**src/rtl/dpram_stream_reader.sv**
```systemverilog
// Read-side sequencer for the dual-port RAM: fetches a wrapping run of words
// through the registered read port and presents them as a valid/ready stream.
module dpram_stream_reader #(
  parameter int ADDR_WIDTH = 8,
  parameter int DATA_WIDTH = 8
) (
  input  logic                  clk,
  input  logic                  rst_n,
  input  logic                  start,
  input  logic [ADDR_WIDTH-1:0] start_addr,
  input  logic [ADDR_WIDTH:0]   length,
  input  logic                  abort,
  output logic [ADDR_WIDTH-1:0] rd_addr,
  input  logic [DATA_WIDTH-1:0] rd_data,
  output logic                  m_valid,
  output logic [DATA_WIDTH-1:0] m_data,
  input  logic                  m_ready,
  output logic                  busy,
  output logic                  done
);

  typedef enum logic [1:0] {IDLE, FETCH, DRAIN} state_t;

  state_t                r_state;
  logic [ADDR_WIDTH-1:0] r_rd_addr;
  logic [ADDR_WIDTH:0]   r_remaining;
  logic                  r_a_vld;   // rd_addr holds a wanted address this cycle
  logic                  r_d_vld;   // rd_data holds a wanted word this cycle
  logic [DATA_WIDTH-1:0] r_mem [2];
  logic                  r_rd_ptr;
  logic                  r_wr_ptr;
  logic [1:0]            r_count;
  logic                  r_done;

  logic                  w_pop;
  logic                  w_cap;
  logic [1:0]            w_count_after;
  logic                  w_issue;
  logic [ADDR_WIDTH:0]   w_rem_next;
  logic                  w_d_next;
  logic                  w_drained;

  // A word on rd_data that cannot be captured is held there by freezing
  // rd_addr, so the RAM output register acts as a skid slot; issue is gated
  // so that a held word is never overwritten by a newer address.
  always_comb begin
    w_pop         = (r_count != 2'd0) && m_ready;
    w_cap         = r_d_vld && ((r_count != 2'd2) || w_pop);
    w_count_after = r_count + {1'b0, w_cap} - {1'b0, w_pop};
    w_issue       = (r_state == FETCH) && (r_remaining != '0) &&
                    (!r_d_vld || w_cap) &&
                    (!r_a_vld || (w_count_after <= 2'd1));
    w_rem_next    = r_remaining - (ADDR_WIDTH+1)'(w_issue);
    w_d_next      = r_a_vld || (r_d_vld && !w_cap);
    w_drained     = (w_rem_next == '0) && !w_issue && !w_d_next &&
                    (w_count_after == 2'd0);
  end

  always_ff @(posedge clk or negedge rst_n) begin
    if (!rst_n) begin
      r_state     <= IDLE;
      r_rd_addr   <= '0;
      r_remaining <= '0;
      r_a_vld     <= 1'b0;
      r_d_vld     <= 1'b0;
      r_mem[0]    <= '0;
      r_mem[1]    <= '0;
      r_rd_ptr    <= 1'b0;
      r_wr_ptr    <= 1'b0;
      r_count     <= 2'd0;
      r_done      <= 1'b0;
    end else if (abort) begin
      r_state     <= IDLE;
      r_remaining <= '0;
      r_a_vld     <= 1'b0;
      r_d_vld     <= 1'b0;
      r_rd_ptr    <= 1'b0;
      r_wr_ptr    <= 1'b0;
      r_count     <= 2'd0;
      r_done      <= 1'b0;
    end else begin
      r_done   <= 1'b0;
      r_count  <= w_count_after;
      r_d_vld  <= w_d_next;
      r_a_vld  <= w_issue;
      r_rd_ptr <= r_rd_ptr ^ w_pop;
      r_wr_ptr <= r_wr_ptr ^ w_cap;
      if (w_cap) r_mem[r_wr_ptr] <= rd_data;

      case (r_state)
        IDLE: begin
          if (start) begin
            if (length != '0) begin
              r_rd_addr   <= start_addr;
              r_remaining <= length - (ADDR_WIDTH+1)'(1);
              r_a_vld     <= 1'b1;
              r_state     <= (length == (ADDR_WIDTH+1)'(1)) ? DRAIN : FETCH;
            end else begin
              r_done <= 1'b1;
            end
          end
        end
        FETCH, DRAIN: begin
          if (w_issue) r_rd_addr <= r_rd_addr + 1'b1;
          r_remaining <= w_rem_next;
          if (w_drained) begin
            r_state <= IDLE;
            r_done  <= 1'b1;
          end else if (w_rem_next == '0) begin
            r_state <= DRAIN;
          end
        end
        default: r_state <= IDLE;
      endcase
    end
  end

  assign rd_addr = r_rd_addr;
  assign m_valid = (r_count != 2'd0);
  assign m_data  = r_mem[r_rd_ptr];
  assign busy    = (r_state != IDLE);
  assign done    = r_done;

endmodule

```
**config.mk**
```make
export PLATFORM = sky130hd
export DESIGN_NAME = dpram_stream_reader
export DESIGN_NICKNAME = d
export VERILOG_FILES = /design/src/rtl/dpram_stream_reader.sv
export SDC_FILE = /design/constraint.sdc
export NUM_CORES = 1
export LEC_CHECK = 0
export ABC_AREA = 0
export CAP_MARGIN = 20
export CORE_ASPECT_RATIO = 2
export CORE_UTILIZATION = 56
export DETAILED_ROUTE_END_ITERATION = 10
export PLACE_DENSITY = 0.85
export SLEW_MARGIN = 30
export SYNTH_ARGS = -nofsm -noshare
export SYNTH_HDL_FRONTEND = slang
export SYNTH_SLANG_ARGS = --single-unit
```
**constraint.sdc**
```tcl
create_clock -name clk -period 9.4 [get_ports clk]
set_input_delay 0.94 -clock clk [delete_from_list [all_inputs] [get_ports clk]]
set_output_delay 0.94 -clock clk [all_outputs]
set_load 0.01 [all_outputs]
```
==> impl_results.html <==
<table>
<tr><th>Metric</th><th>Value</th></tr>
<tr><th colspan="2">Worst setup path</th></tr>
<tr><td>CP Class</td><td>input port to flip-flop</td></tr>
<tr><td>R2r setup slk</td><td>5150 ps</td></tr>
<tr><td>Family with the most delay on the worst path</td><td>compound AO/OA/AOI/OAI gates</td></tr>
<tr><td>Worst-case reg-to-reg path depth</td><td>16</td></tr>
<tr><td>Startpoint class of the critical path</td><td>input port</td></tr>
<tr><td>Buffers &amp; Inverters on Critical Path</td><td>2</td></tr>
<tr><td>Cell type with the highest occurrence count on the critical path</td><td>sky130_fd_sc_hd__ha_1</td></tr>
<tr><td>Worst path cell trace</td><td>clkdlybuf4s50_1 &gt; nor2_1 &gt; nand2_1 &gt; nand2_1 &gt; ha_1 &gt; inv_1 &gt; ha_1 &gt; xnor2_1 &gt; xnor2_1 &gt; a211oi_2 &gt; ha_1 &gt; ha_1 &gt; xor2_1 &gt; nor4_1 &gt; nand3_1 &gt; a22oi_1 &gt; nand2b_1 &gt; a21oi_1</td></tr>
<tr><td>Maximum net fanout on the critical path</td><td>17</td></tr>
<tr><td>Critical Path AT</td><td>4820 ps</td></tr>
<tr><td>Slowest stage delay, CP</td><td>850 ps</td></tr>
<tr><td>Crit path capture type</td><td>flip-flop</td></tr>
<tr><td>Worst path slowest cell</td><td>sky130_fd_sc_hd__a211oi_2</td></tr>
<tr><td>Path length in cells of the critical path</td><td>18</td></tr>
<tr><td>Critical path required time</td><td>9540 ps</td></tr>
<tr><th colspan="2">Floorplan</th></tr>
<tr><td>Starting density of the core</td><td>0.587</td></tr>
<tr><td>I/O Pins</td><td>49</td></tr>
<tr><td>Horizontal die dimension</td><td>49.7 microns</td></tr>
<tr><td>Die Area</td><td>0.00484 sq mm</td></tr>
<tr><td>Chip Height</td><td>97.4 microns</td></tr>
<tr><td>Number of cell rows</td><td>34</td></tr>
<tr><td>Placeable core area</td><td>0.00434 sq mm</td></tr>
<tr><th colspan="2">STA</th></tr>
<tr><td>Skew final</td><td>5.87 ps</td></tr>
<tr><td>Number of max-slew violations in the final report</td><td>0</td></tr>
<tr><td>Period Utilization, post-route</td><td>0.497</td></tr>
<tr><td>Top achievable clock speed</td><td>214 MHz</td></tr>
<tr><td>Final setup viols</td><td>0</td></tr>
<tr><td>Slew at the pin closest to its max-slew limit</td><td>981 ps</td></tr>
<tr><td>Setup total negative slack</td><td>0 ps</td></tr>
<tr><td>Worst-case headroom to the max-slew limit</td><td>0.345</td></tr>
<tr><td>Setup repair after global routing missed its margin</td><td>false</td></tr>
<tr><td>Number of hold violations in the final report</td><td>0</td></tr>
<tr><td>Period minus WS final</td><td>4670 ps</td></tr>
<tr><th colspan="2">CTS</th></tr>
<tr><td>TritonCTS clock tree</td><td>yes</td></tr>
<tr><td>Count of instances resized after the clock tree is built</td><td>0</td></tr>
<tr><td>Maximum level of the CTS H-tree</td><td>2</td></tr>
<tr><td># hold bufs at CTS</td><td>0</td></tr>
<tr><td>Clk slew on worst S/H paths</td><td>80 ps</td></tr>
<tr><td>Number of buffers created by CTS</td><td>5</td></tr>
<tr><td>Clock insertion delay at the later pin of the skew report</td><td>290 ps</td></tr>
<tr><td>Post-CTS setup-driven buffer insertion count</td><td>0</td></tr>
<tr><td>Clock root buffer</td><td>sky130_fd_sc_hd__clkbuf_8</td></tr>
<tr><td>Number of clock sinks seen by CTS</td><td>42</td></tr>
<tr><td>Buffer depth of the longest clock path</td><td>2</td></tr>
<tr><th colspan="2">Pwr</th></tr>
<tr><td>Total power</td><td>0.980 mW</td></tr>
<tr><td>Power per unit of standard cell area</td><td>310 mW/mm^2</td></tr>
<tr><td>Static leakage power</td><td>1.33 nW</td></tr>
<tr><td>Maximum ir drop on the vdd rail</td><td>195 uV</td></tr>
<tr><th colspan="2">Route</th></tr>
<tr><td>Routed via count divided by cell count</td><td>6.02</td></tr>
<tr><td>Sum of met3 wire segment lengths after detailed routing</td><td>178 microns</td></tr>
<tr><td>Met2 layer wire length in the routed design</td><td>3.40 mm</td></tr>
<tr><td>Post-route met1 wirelength</td><td>2.08 mm</td></tr>
<tr><td>Number of remaining DRC errors</td><td>0</td></tr>
<tr><td>ANT nets after route</td><td>0</td></tr>
<tr><td>Starting DRT DRC Count</td><td>72</td></tr>
<tr><td>Top layer used by detailed routing</td><td>met4</td></tr>
<tr><td>Length of the first detailed-routing pass in iterations</td><td>4</td></tr>
<tr><td>Detail-routed net length per standard cell</td><td>16.0 microns</td></tr>
<tr><td>Vias after detailed routing</td><td>2173</td></tr>
<tr><td>Final wirelength</td><td>5.79 mm</td></tr>
<tr><th colspan="2">Finish</th></tr>
<tr><td>Ratio of cells with drive above 1 in the final layout</td><td>0.153</td></tr>
<tr><td>Number of nets at the end of the flow</td><td>346</td></tr>
<tr><td>Number of antenna diodes</td><td>0</td></tr>
<tr><td>Layout area overhead</td><td>23.9%</td></tr>
<tr><td>Most common library cell in the layout ignoring fill and taps</td><td>sky130_fd_sc_hd__clkdlybuf4s50_1</td></tr>
<tr><td>Highest-count cells in the layout ignoring fill and taps</td><td>47 x sky130_fd_sc_hd__clkdlybuf4s50_1, 42 x sky130_fd_sc_hd__dfrtp_1, 27 x sky130_fd_sc_hd__nor2_1</td></tr>
<tr><th colspan="2">Synthesis</th></tr>
<tr><td>Post-synthesis instance area</td><td>0.00255 sq mm</td></tr>
<tr><td>Top cell type's share of synthesized area</td><td>0.413</td></tr>
<tr><td>Largest cells by area after synthesis</td><td>sky130_fd_sc_hd__dfrtp_1 41%, sky130_fd_sc_hd__mux2_2 11%, sky130_fd_sc_hd__ha_1 4.9%</td></tr>
<tr><td>Yosys warning count</td><td>0</td></tr>
<tr><td>Post-synth top area cell</td><td>sky130_fd_sc_hd__dfrtp_1</td></tr>
<tr><td>Number of enable-type register cells in the synthesized netlist</td><td>0</td></tr>
<tr><td>Syn Inst Count</td><td>260</td></tr>
<tr><td>Register area share after synthesis</td><td>0.413</td></tr>
<tr><td>Number of nets in the synthesized netlist</td><td>300</td></tr>
<tr><td>Number of distinct library cell variants in the gate-level netlist after synthesis</td><td>52</td></tr>
<tr><td>Flops &amp; latches, synth</td><td>42</td></tr>
<tr><td>Top flip-flop cell by instance count after synthesis</td><td>sky130_fd_sc_hd__dfrtp_1</td></tr>
<tr><td>Syn avg cell area</td><td>9.80 sq um</td></tr>
<tr><td>Share of synthesized flip-flops with an asynchronous set or reset</td><td>1.00</td></tr>
<tr><th colspan="2">GRT</th></tr>
<tr><td>Overall Global Routing Usage</td><td>0.263</td></tr>
<tr><td>Initial antenna violation count</td><td>0</td></tr>
<tr><td>Via count of the first global-routing pass</td><td>2184</td></tr>
<tr><td>Gr ovfl total</td><td>0</td></tr>
<tr><td>Wire length of the first global-routing pass</td><td>9.83 mm</td></tr>
<tr><td>Maximum number of pins on one net before global-route repair</td><td>43</td></tr>
<tr><th colspan="2">Flow run</th></tr>
<tr><td>MaxCap Viol Count</td><td>0</td></tr>
<tr><th colspan="2">Status</th></tr>
<tr><td>Status</td><td>finished, final reports clean</td></tr>
<tr><th colspan="2">Worst hold path</th></tr>
<tr><td>Number of instances on the worst hold path</td><td>1</td></tr>
<tr><td>Min-delay worst type</td><td>flip-flop to flip-flop</td></tr>
<tr><th colspan="2">Placement</th></tr>
<tr><td>Global placement routability congestion</td><td>0.917</td></tr>
<tr><td>Port Buf Inserts</td><td>48</td></tr>
<tr><td>HPWL after detailed placement</td><td>4.41 mm</td></tr>
</table>
-- where the power goes --
part           leakage, nW  switching (mW)  internal, mW
Combinational        0.748           0.252         0.253
Sequential           0.534          0.0751         0.260
Clock               0.0514          0.0607        0.0792
-- path summary, 6_finish.rpt --
kind / startpoint / end
setup / recovery: m_ready / r_state[0]
hold / removal: r_mem[4] / r_mem[4]
setup reg to reg: r_count[1] / r_state[0]
hold reg to reg: r_mem[4] / r_mem[4]
max in group asynchronous: rst_n / r_remaining[2]
min in group asynchronous: rst_n / r_mem[7]
-- layout make-up --
class | instances | area [sq um]
sequential | 42 | 1050
tap | 54 | 67.6
inverter | 10 | 37.5
fill | 350 | 1180
timing repair buffer | 49 | 485
clock buffer | 6 | 72.6
clock inverter | 2 | 37.5
multi-input combinational | 198 | 1410
-- kinds of logic after synthesis --
kind of cell	count (synthesis)	synth area share
AOI/OAI and AO/OA	60	0.167
xor gates and xnor gates	12	0.0413
adders and majority gates	10	0.0491
buffers and inverters	20	0.0359
DFF	42	0.413
muxes	25	0.111
and+or+nand+nor	91	0.184
-- registers in the layout, indices dropped and copies added, names as in the netlist --
register and cells:
r_count 2, r_remaining 9, r_d_vld 1, r_mem 16
r_wr_ptr 1, r_rd_ptr 1, done 1, rd_addr 8
r_state 2, r_a_vld 1
-- stage by stage --
step	worst slack, ps	cells	hold WS (ps)	area [sq um]	utilization
2_1_floorplan	5580	260	460	2550	-
3_3_place_gp	4620	353	481	3040	0.702
3_5_place_dp	4460	353	487	3040	0.702
4_1_cts	4770	361	506	3150	0.727
5_1_grt	4410	361	524	3160	0.728
6_report	4730	361	505	3160	0.728
-- Yosys cell counts, drive strengths merged, types with 2 or more instances --
cell type,count
and2,3
a21oi,13
dfrtp,42
ha,10
clkbuf,6
nor3,4
buf,4
xor2,6
xnor2,6
nor2b,3
or2,2
or4,3
and3,5
a21o,3
nand2b,4
nand2,16
a211oi,4
mux2,25
inv,10
o21ai,17
nand4,6
nor2,29
nor4,4
nand3,7
o31ai,2
o32a,3
o22ai,8
-- metal layers --
metal	up-vias	track usage
li1	1030	-
met1	1076	0.270
met2	53	0.500
met3	14	0.0329
met4	0	0.116
met5	-	0
No activity file was read; power rests on OpenSTA's default activity.
